**src/rtl/addsub_pkg.sv**
```systemverilog
// Shared widths, flag layout and result-entry type for the adder-subtractor
// sequencer and its combinational core.
package addsub_pkg;

  localparam int DEF_WIDTH = 8;
  localparam int DEF_DEPTH = 4;

  // Bit positions inside a flag vector.
  localparam int FLAG_W     = 4;
  localparam int FLAG_CARRY = 3;
  localparam int FLAG_OVF   = 2;
  localparam int FLAG_ZERO  = 1;
  localparam int FLAG_NEG   = 0;

  typedef logic [FLAG_W-1:0] flags_t;

  typedef struct packed {
    logic [DEF_WIDTH-1:0] sum;
    flags_t               flags;
  } entry_t;

endpackage

```
**src/rtl/addsub_core.sv**
```systemverilog
// Combinational WIDTH-bit adder-subtractor producing sum, carry/borrow and
// two's-complement overflow.
module addsub_core #(
  parameter int WIDTH = addsub_pkg::DEF_WIDTH
) (
  input  logic [WIDTH-1:0] a,
  input  logic [WIDTH-1:0] b,
  input  logic             sub,
  output logic [WIDTH-1:0] sum,
  output logic             carry,
  output logic             ovf
);

  logic [WIDTH-1:0] b_eff;
  logic [WIDTH:0]   ext;

  // Subtraction is A + ~B + 1; the extra bit is an inverted borrow.
  assign b_eff = sub ? ~b : b;
  assign ext   = {1'b0, a} + {1'b0, b_eff} + {{WIDTH{1'b0}}, sub};
  assign sum   = ext[WIDTH-1:0];
  assign carry = sub ? ~ext[WIDTH] : ext[WIDTH];

  // Overflow when the effective operands agree in sign and the result does not.
  assign ovf = (a[WIDTH-1] == b_eff[WIDTH-1]) && (sum[WIDTH-1] != a[WIDTH-1]);

endmodule

```
**src/rtl/addsub_seq.sv**
```systemverilog
// Operand sequencer with running accumulator and a result FIFO feeding a
// valid/ready consumer.
module addsub_seq
  import addsub_pkg::*;
#(
  parameter int WIDTH = DEF_WIDTH,
  parameter int DEPTH = DEF_DEPTH
) (
  input  logic                   clk,
  input  logic                   reset,
  input  logic                   in_valid,
  output logic                   in_ready,
  input  logic [WIDTH-1:0]       in_a,
  input  logic [WIDTH-1:0]       in_b,
  input  logic                   in_sub,
  input  logic                   in_acc,
  input  logic                   in_clr,
  output logic                   out_valid,
  input  logic                   out_ready,
  output logic [WIDTH-1:0]       out_sum,
  output logic                   out_carry,
  output logic                   out_ovf,
  output logic                   out_zero,
  output logic                   out_neg,
  output logic [$clog2(DEPTH):0] count
);

  localparam int PTR_W = $clog2(DEPTH);
  localparam int CNT_W = PTR_W + 1;

  logic [WIDTH-1:0] acc;
  logic [WIDTH-1:0] op_a;
  logic [WIDTH-1:0] sum;
  logic             carry;
  logic             ovf;
  flags_t           new_flags;
  logic             push;
  logic             pop;
  logic [PTR_W-1:0] wr_ptr;
  logic [PTR_W-1:0] rd_ptr;
  logic [WIDTH-1:0] sum_mem  [DEPTH];
  flags_t           flag_mem [DEPTH];

  assign op_a = in_acc ? acc : in_a;

  addsub_core #(.WIDTH(WIDTH)) u_core (
    .a    (op_a),
    .b    (in_b),
    .sub  (in_sub),
    .sum  (sum),
    .carry(carry),
    .ovf  (ovf)
  );

  // NOTE: every always_comb output gets a default first so no latch is inferred.
  always_comb begin
    new_flags             = '0;
    new_flags[FLAG_CARRY] = carry;
    new_flags[FLAG_OVF]   = ovf;
    new_flags[FLAG_ZERO]  = (sum == '0);
    new_flags[FLAG_NEG]   = sum[WIDTH-1];
  end

  // Readiness ignores out_ready: a full FIFO never pushes, even on a pop cycle.
  assign in_ready  = !reset && (count < CNT_W'(DEPTH));
  assign out_valid = (count != '0);
  assign push      = in_valid && in_ready;
  assign pop       = out_valid && out_ready;

  // NOTE: sequential state uses non-blocking assignment so all registers
  // update together on the edge.
  always_ff @(posedge clk) begin
    if (reset) begin
      wr_ptr <= '0;
      rd_ptr <= '0;
      count  <= '0;
      acc    <= '0;
    end else begin
      if (push) begin
        wr_ptr <= wr_ptr + 1'b1;
        acc    <= in_clr ? '0 : sum;
      end
      if (pop) begin
        rd_ptr <= rd_ptr + 1'b1;
      end
      case ({push, pop})
        2'b10:   count <= count + 1'b1;
        2'b01:   count <= count - 1'b1;
        default: count <= count;
      endcase
    end
  end

  // NOTE: storage is deliberately not reset; stale entries are never exposed
  // because the outputs are gated by the occupancy count.
  always_ff @(posedge clk) begin
    if (push) begin
      sum_mem[wr_ptr]  <= sum;
      flag_mem[wr_ptr] <= new_flags;
    end
  end

  always_comb begin
    out_sum   = '0;
    out_carry = 1'b0;
    out_ovf   = 1'b0;
    out_zero  = 1'b0;
    out_neg   = 1'b0;
    if (out_valid) begin
      out_sum   = sum_mem[rd_ptr];
      out_carry = flag_mem[rd_ptr][FLAG_CARRY];
      out_ovf   = flag_mem[rd_ptr][FLAG_OVF];
      out_zero  = flag_mem[rd_ptr][FLAG_ZERO];
      out_neg   = flag_mem[rd_ptr][FLAG_NEG];
    end
  end

endmodule

```
**config.mk**
```make
export PLATFORM = sky130hd
export DESIGN_NAME = addsub_seq
export DESIGN_NICKNAME = d
export VERILOG_FILES = /design/src/rtl/addsub_pkg.sv /design/src/rtl/addsub_core.sv /design/src/rtl/addsub_seq.sv
export SDC_FILE = /design/constraint.sdc
export NUM_CORES = 1
export LEC_CHECK = 0
export BUFFER_PORTS_ARGS = -buffer_cell sky130_fd_sc_hd__buf_2
export CORE_MARGIN = 3
export CORE_UTILIZATION = 35
export CTS_BUF_LIST = sky130_fd_sc_hd__clkbuf_4
export CTS_CLUSTER_SIZE = 20
export DETAILED_ROUTE_END_ITERATION = 8
export GPL_TIMING_DRIVEN = 0
export PLACE_DENSITY = 0.66
export SLEW_MARGIN = 20
export SYNTH_ARGS = -nofsm -noshare
export SYNTH_HDL_FRONTEND = slang
export SYNTH_SLANG_ARGS = --single-unit
```
**constraint.sdc**
```tcl
create_clock -name clk -period 2.3 [get_ports clk]
set_input_delay 0.115 -clock clk [delete_from_list [all_inputs] [get_ports clk]]
set_output_delay 0.115 -clock clk [all_outputs]
set_load 0.02 [all_outputs]
```
# Yosys cells after proc, flatten, opt, wreduce, memory -nomap -nowiden
# Memory sizes are Yosys's and may differ from the RTL's. A register that Yosys moved wholly into a read port is not among the register bits.
# Cells that the tools add are included.
# word_totals
ff_bits,15
mem_bits_rw,48
in_bits,23
output_inout_bits,17
elab_cells,43
n_memories,2
# memory_table
name,depth,word_bits,rd,rd_clocked_by_memory_dff,wr,line,text
sum_mem,4,8,1,1,1,addsub_seq.sv:41,logic [WIDTH-1:0] sum_mem [DEPTH];
flag_mem,4,4,1,1,1,addsub_seq.sv:42,flags_t flag_mem [DEPTH];
# classes
addsub,6
order_cmp,1
n_eq_ne,4
mux,16
n_bitwise,2
reduce_logical,8
# ops
operator,n
$mux W8,4
$add A8 B8 Y9,1
$add A9 B1 Y9,1
$logic_not A8 Y1,1
$mux W2,4
$not A8 Y8,1
$mux W1,7
$pmux W3 S2,1
$add A2 B1 Y2 const B,2
$logic_and A1 B1 Y1,4
$add A3 B1 Y3 const B,1
$lt A3 B3 Y1 const B,1
$reduce_bool A3 Y1,1
$sub A3 B1 Y3 const B,1
$eq A2 B1 Y1 const B,1
$eq A2 B2 Y1 const B,1
$reduce_bool A2 Y1,1
$eq A1 B1 Y1,1
$logic_not A1 Y1,1
$ne A1 B1 Y1,1
$not A1 Y1,1

# Logic depth before layout (Yosys ltp)
# depth
depth_word,6
depth_mapped,11

# Modules after synthesis
# Synthesis repeated with hierarchy kept, for this count alone.
# hier_totals
hier_cells,227
hier_area_um2,3007.9
# modules_own_cells
module,n_inst,cells_each,area_each_um2
addsub_seq,1,168,2562.5
addsub_core,1,59,445.4

# Worst setup path before layout
# No wires, ideal clock.
# synth_path
path_kind,register to register
startpoint,register count[2]
endpoint,register count[2]
setup_time_ns,0.070
t_arrival_ns,2.448
path_slack_ns,-0.218
stages_incl_launch_ff,11
n_path_buf,1
synth_period_minus_slack_ns,2.518
cell_sequence,dfxtp_1 > nor2_1 > and2_1 > inv_1 > clkbuf_1 > ha_1 > inv_1 > fa_1 > xor2_1 > or3_1 > a21oi_1
# synth_via
elab_chain_cells,5
elab_cells_between_ends,11
# synth_lines
item,line,text
start: declaration,addsub_seq.sv:25,output logic [$clog2(DEPTH):0] count
start signal: assignment,addsub_seq.sv:87,2'b10: count <= count + 1'b1;
start signal: assignment,addsub_seq.sv:88,2'b01: count <= count - 1'b1;
start signal: assignment,addsub_seq.sv:89,default: count <= count;
$lt A3 B3 Y1 *,addsub_seq.sv:65,assign in_ready = !reset && (count < CNT_W'(DEPTH));
$logic_and A1 B1 Y1 *,addsub_seq.sv:65,
via in_ready,addsub_seq.sv:12,"output logic in_ready,"
$logic_and A1 B1 Y1 *,addsub_seq.sv:67,assign push = in_valid && in_ready;
$eq A2 B1 Y1 / $eq A2 B2 Y1 (equally long branches),addsub_seq.sv:86,"case ({push, pop})"
$pmux W3 S2 / $reduce_bool A2 Y1 (equally long branches),-,
# Mark *: on every way through the listed nets, which the timed path passes. The rest lies on a longest branch.
# A chain may end at the register's enable or synchronous reset.

# Final worst setup path
# layout_path
startpoint,register acc[1]
endpoint,"memory flag_mem[1][1] (netlist name), data pin"
# layout_via
elab_chain_cells,4
# layout_lines
item,line,text
start: declaration,addsub_seq.sv:31,logic [WIDTH-1:0] acc;
start signal: assignment,addsub_seq.sv:81,acc <= in_clr ? '0 : sum;
$mux W8,addsub_seq.sv:44,assign op_a = in_acc ? acc : in_a;
$add A8 B8 Y9,addsub_core.sv:19,"assign ext = {1'b0, a} + {1'b0, b_eff} + {{WIDTH{1'b0}}, sub};"
$add A9 B1 Y9,addsub_core.sv:19,
via sum[3],addsub_seq.sv:33,logic [WIDTH-1:0] sum;
$logic_not A8 Y1,addsub_seq.sv:60,new_flags[FLAG_ZERO] = (sum == '0);
via new_flags[1],addsub_seq.sv:36,flags_t new_flags;
end: declaration,addsub_seq.sv:42,
# The timed path passes the listed nets, and every way through them passes these cells.

==> summary by stage <==
Status
The run finished, with violations left. The final reports fail on negative setup slack.

Die
The die covers 9639 sq um. The floorplan die height is 98.18 microns. The count of pins on the block boundary is 40. The initial core utilization is 37.33%. The placeable core area is 7968 sq um. The site row count is 32. The x dimension of the die is 98.18 microns.

Placement
The placer congestion estimate is 0.8145. The post-detailed-placement half-perimeter wirelength is 4128 microns. Port buffering added 36 buffers. The post-place instance area is 3326 sq um. Prior to clock tree synthesis, the placed netlist has a worst setup slack of -0.4373 ns.

Power and ir drop
The static leakage is 0.001456 uW. The worst-case IR drop observed on VDD is 0.3452 mV. The power density normalized to cell area is 937.9 nW/um^2.

CTS
In this run the deepest clock path goes through 2 buffers. The buffer type at the clock tree root is clkbuf_4. The clock edge transition at the registers on the reported setup and hold paths is 0.09 ns.

TritonCTS built the clock tree. The source-to-sink clock delay at the later pin of the worst-skew pair is 0.39 ns. In this run, CTS created clock tree buffers numbering 9. The number of sinks handled by clock tree synthesis is 61. The clock tree synthesis step divided the H-tree into 3 levels.

Finish
Compared with the post-synthesis result, the final layout area differs by 26.71%. The fraction of layout cells with a size suffix above 1 is 42.36%. The net count of the finished layout is 320. The repair_antennas step left the layout with diodes totalling 0. The post-route cell area is 3769 sq um.

Global routing
The first global-routing pass estimated 9646 microns of wire. The total routing usage reported by global routing is 13.11%. The number of antenna violations at the first check in global routing is 0. Summed over all layers, the global routing overflow is 0. The largest net degree at the start of global routing is 12.

The number of global-route vias before repair was 1857.

Worst setup path
The number of cells on the worst reg-to-reg path is 9. Of all nets on the critical path, the largest fanout is 4. The data required time at the worst endpoint is 2.49 ns.

The sort of element at the end of the critical path is a flip-flop. STA classifies the critical path startpoint as a flip-flop. The worst setup path is of the flip-flop to flip-flop kind. The arrival time at the worst endpoint is 2.67 ns.

Timing
The fmax is 402.3 MHz. The count of endpoints failing hold in the final timing report is 0. The remaining max-slew budget at the tightest pin is 61.80%. The final-report setup violation count is 12. Setup repair after global routing could not meet its margin everywhere.

The number of pins exceeding their max-slew limit in the final report is 0. The worst path in the final design needs a cycle of 2.486 ns, including I/O delays and setup. Dividing the final minimum period by the clock period gives 108.1%.

The final clock skew is 0.009563 ns. Across all setup checks in the final design, the least slack found is -0.1855 ns. At the pin with the least slew margin, the transition time is 0.5730 ns.

Synthesis
The top cell type by area accounts for 44.43% of the synthesized area. The net count after synthesis is 259. After synthesis the netlist holds a flip-flop and latch count of 61. The number of distinct library cells after synthesis is 45.

In the post-synthesis netlist, the biggest area contributors are edfxtp_1, dfxtp_1, mux4_2, ha_1, xor2_1. Each instance of the synthesized netlist takes up on average 13.40 sq um. The largest total area in the synthesized netlist belongs to edfxtp_1.

Synthesis produced a netlist whose cell count is 222. The share of synthesized area occupied by flip-flops and latches is 55.87%. In this run the cell area of the synthesized design comes to 2974 sq um. Of all flip-flops after synthesis, the portion carrying an async set or reset was 0%.

The number of warnings issued by yosys is 0. The synthesized design contains 44 enable-type register cells. Among all flip-flop cells after synthesis, the most frequent one is edfxtp_1.

Drt
The post-route DRC violation count is 0. The count of nets left with antenna violations once routing finished came out at 0. Across all layers, the routed design uses 1902 vias. Using the TritonRoute via totals, the vias-per-cell ratio works out to 4.877. For this block, the initial DRC count from the detailed router was 79.

The routed design has 6006 microns of wire. The number of iterations in the first detailed-routing pass is 4. The routed wirelength normalized by instance count is 15.40 microns.

Flow run
Max-cap violations in this run came to 0.

Hold path
The worst hold path was traced through 4 stages. The classification of the worst-slack hold path is input port to flip-flop.
## cells in the mapped netlist (3+ instances only)
cell,n
clkbuf_1,5
inv_1,11
dfxtp_1,17
a22oi_1,5
o21ai_0,3
and2_1,13
mux4_2,11
nor3_1,5
and3_1,4
nor2_1,18
nand2_1,6
xnor2_1,8
mux2_2,6
edfxtp_1,44
nand3_1,3
a21oi_1,8
ha_1,12
xor2_1,11
## layer usage
layer  part of all wire (%)  routed length, microns  vias up  GRT usage (%)
li1                       -                       -      938              -
met1                     43                    2565      888          17.10
met2                     49                    2928       67          20.47
met3                    7.1                     428        9          4.000
met4                    1.4                      83        0          5.252
met5                      0                       0        -              0
## sequential cells by signal, indices dropped and copies added, names as in the netlist, named ones only
name,cells
acc,8
count,3
flag_mem,16
rd_ptr,2
sum_mem,28
wr_ptr,2
## worst max-delay path, cell delays in order, from the launching register on
cell,delay (ns)
dfxtp_2,0.34
mux2i_2,0.17
inv_1,0.10
ha_4,0.22
and3b_2,0.21
o21ai_4,0.20
nand3b_4,0.13
xor2_4,0.18
or4_4,0.43
nor4_4,0.31
## worst paths after layout
| kind | startpoint | to | slack [ns] |
|---|---|---|---|
| worst max-delay path | acc[1]$_SDFFE_PP0P_ | flag_mem[1][1]$_DFFE_PP_ | -0.19 |
| worst min-delay path | in_clr | acc[1]$_SDFFE_PP0P_ | 0.06 |
| worst max register to register | acc[1]$_SDFFE_PP0P_ | flag_mem[1][1]$_DFFE_PP_ | -0.19 |
| worst min register to register | acc[7]$_SDFFE_PP0P_ | acc[7]$_SDFFE_PP0P_ | 0.51 |
## cell usage in the layout, fill, tap and decap left out, types with 2 or more instances in the layout
cell,count
buf_6,3
and2_1,12
and3_1,4
ha_4,3
buf_2,36
or3_1,2
a21oi_1,6
dfxtp_2,2
nand2_1,6
nor2b_4,2
buf_4,15
inv_1,11
xnor2_1,4
mux2_2,5
nand3_1,3
nor3_1,5
edfxtp_1,44
ha_1,8
mux4_2,11
dfxtp_1,14
mux2i_2,2
clkbuf_4,11
nor2_1,17
xnor2_2,3
clkbuf_1,3
a22oi_1,5
xor2_1,9
clkinv_2,4
xor2_4,2
o21ai_0,2
## final cells by class
class	instances	area (sq um)
clock inverters	6	53.80
repair buffers	50	289.0
clock buffers	10	75.07
flip-flops and latches	61	1668
well taps	102	127.6
inverters	11	41.29
multi-input cells	140	1449
plain buffers	10	65.06
fillers	708	4199
## through the flow
step / hold WS, ns / util (%) / power, uW / instances / setup TNS [ns]
finish: 0.05627 / 47.30 / 3535 / 390 / -1.462
CTS: 0.03106 / 46.18 / 3509 / 384 / -0.4454
detailed placement: 0.4666 / 41.74 / 2655 / 360 / -4.070
floorplan: 0.3323 / - / 2303 / 222 / -0.4302
global placement: 0.4753 / 41.74 / 2625 / 360 / -2.909
global route: 0.05302 / 47.30 / 3752 / 390 / -2.693
## timing repair
| item | CTS | global route |
|---|---|---|
| hold endpoints to repair | 0 | 0 |
| hold buffers | 0 | 0 |
| gates resized for setup | 30 | 13 |
| endpoints found under the setup margin | 23 | 16 |
| buffers inserted | 8 | 6 |
| pin swaps | 7 | 6 |
## power by group
group | total [uW] | internal (uW) | switching (uW)
Combinational | 1450 | 650 | 796
Sequential | 1390 | 1340 | 52.0
Clock | 699 | 333 | 366
## cells by family (layout without fill, tap and decap cells)
group / Yosys count / in the layout / synth area share, %
adder cells (fa/ha/maj): 14 / 14 / 6.395
AO/OA/AOI/OAI: 25 / 25 / 5.764
flip-flops: 61 / 61 / 55.87
multiplexers: 19 / 19 / 11.40
AND/OR/NAND/NOR: 63 / 63 / 11.78
XOR/XNOR: 19 / 19 / 5.595
buffers and inverters: 21 / 87 / 3.197
Power figures use the tool's default switching activity.
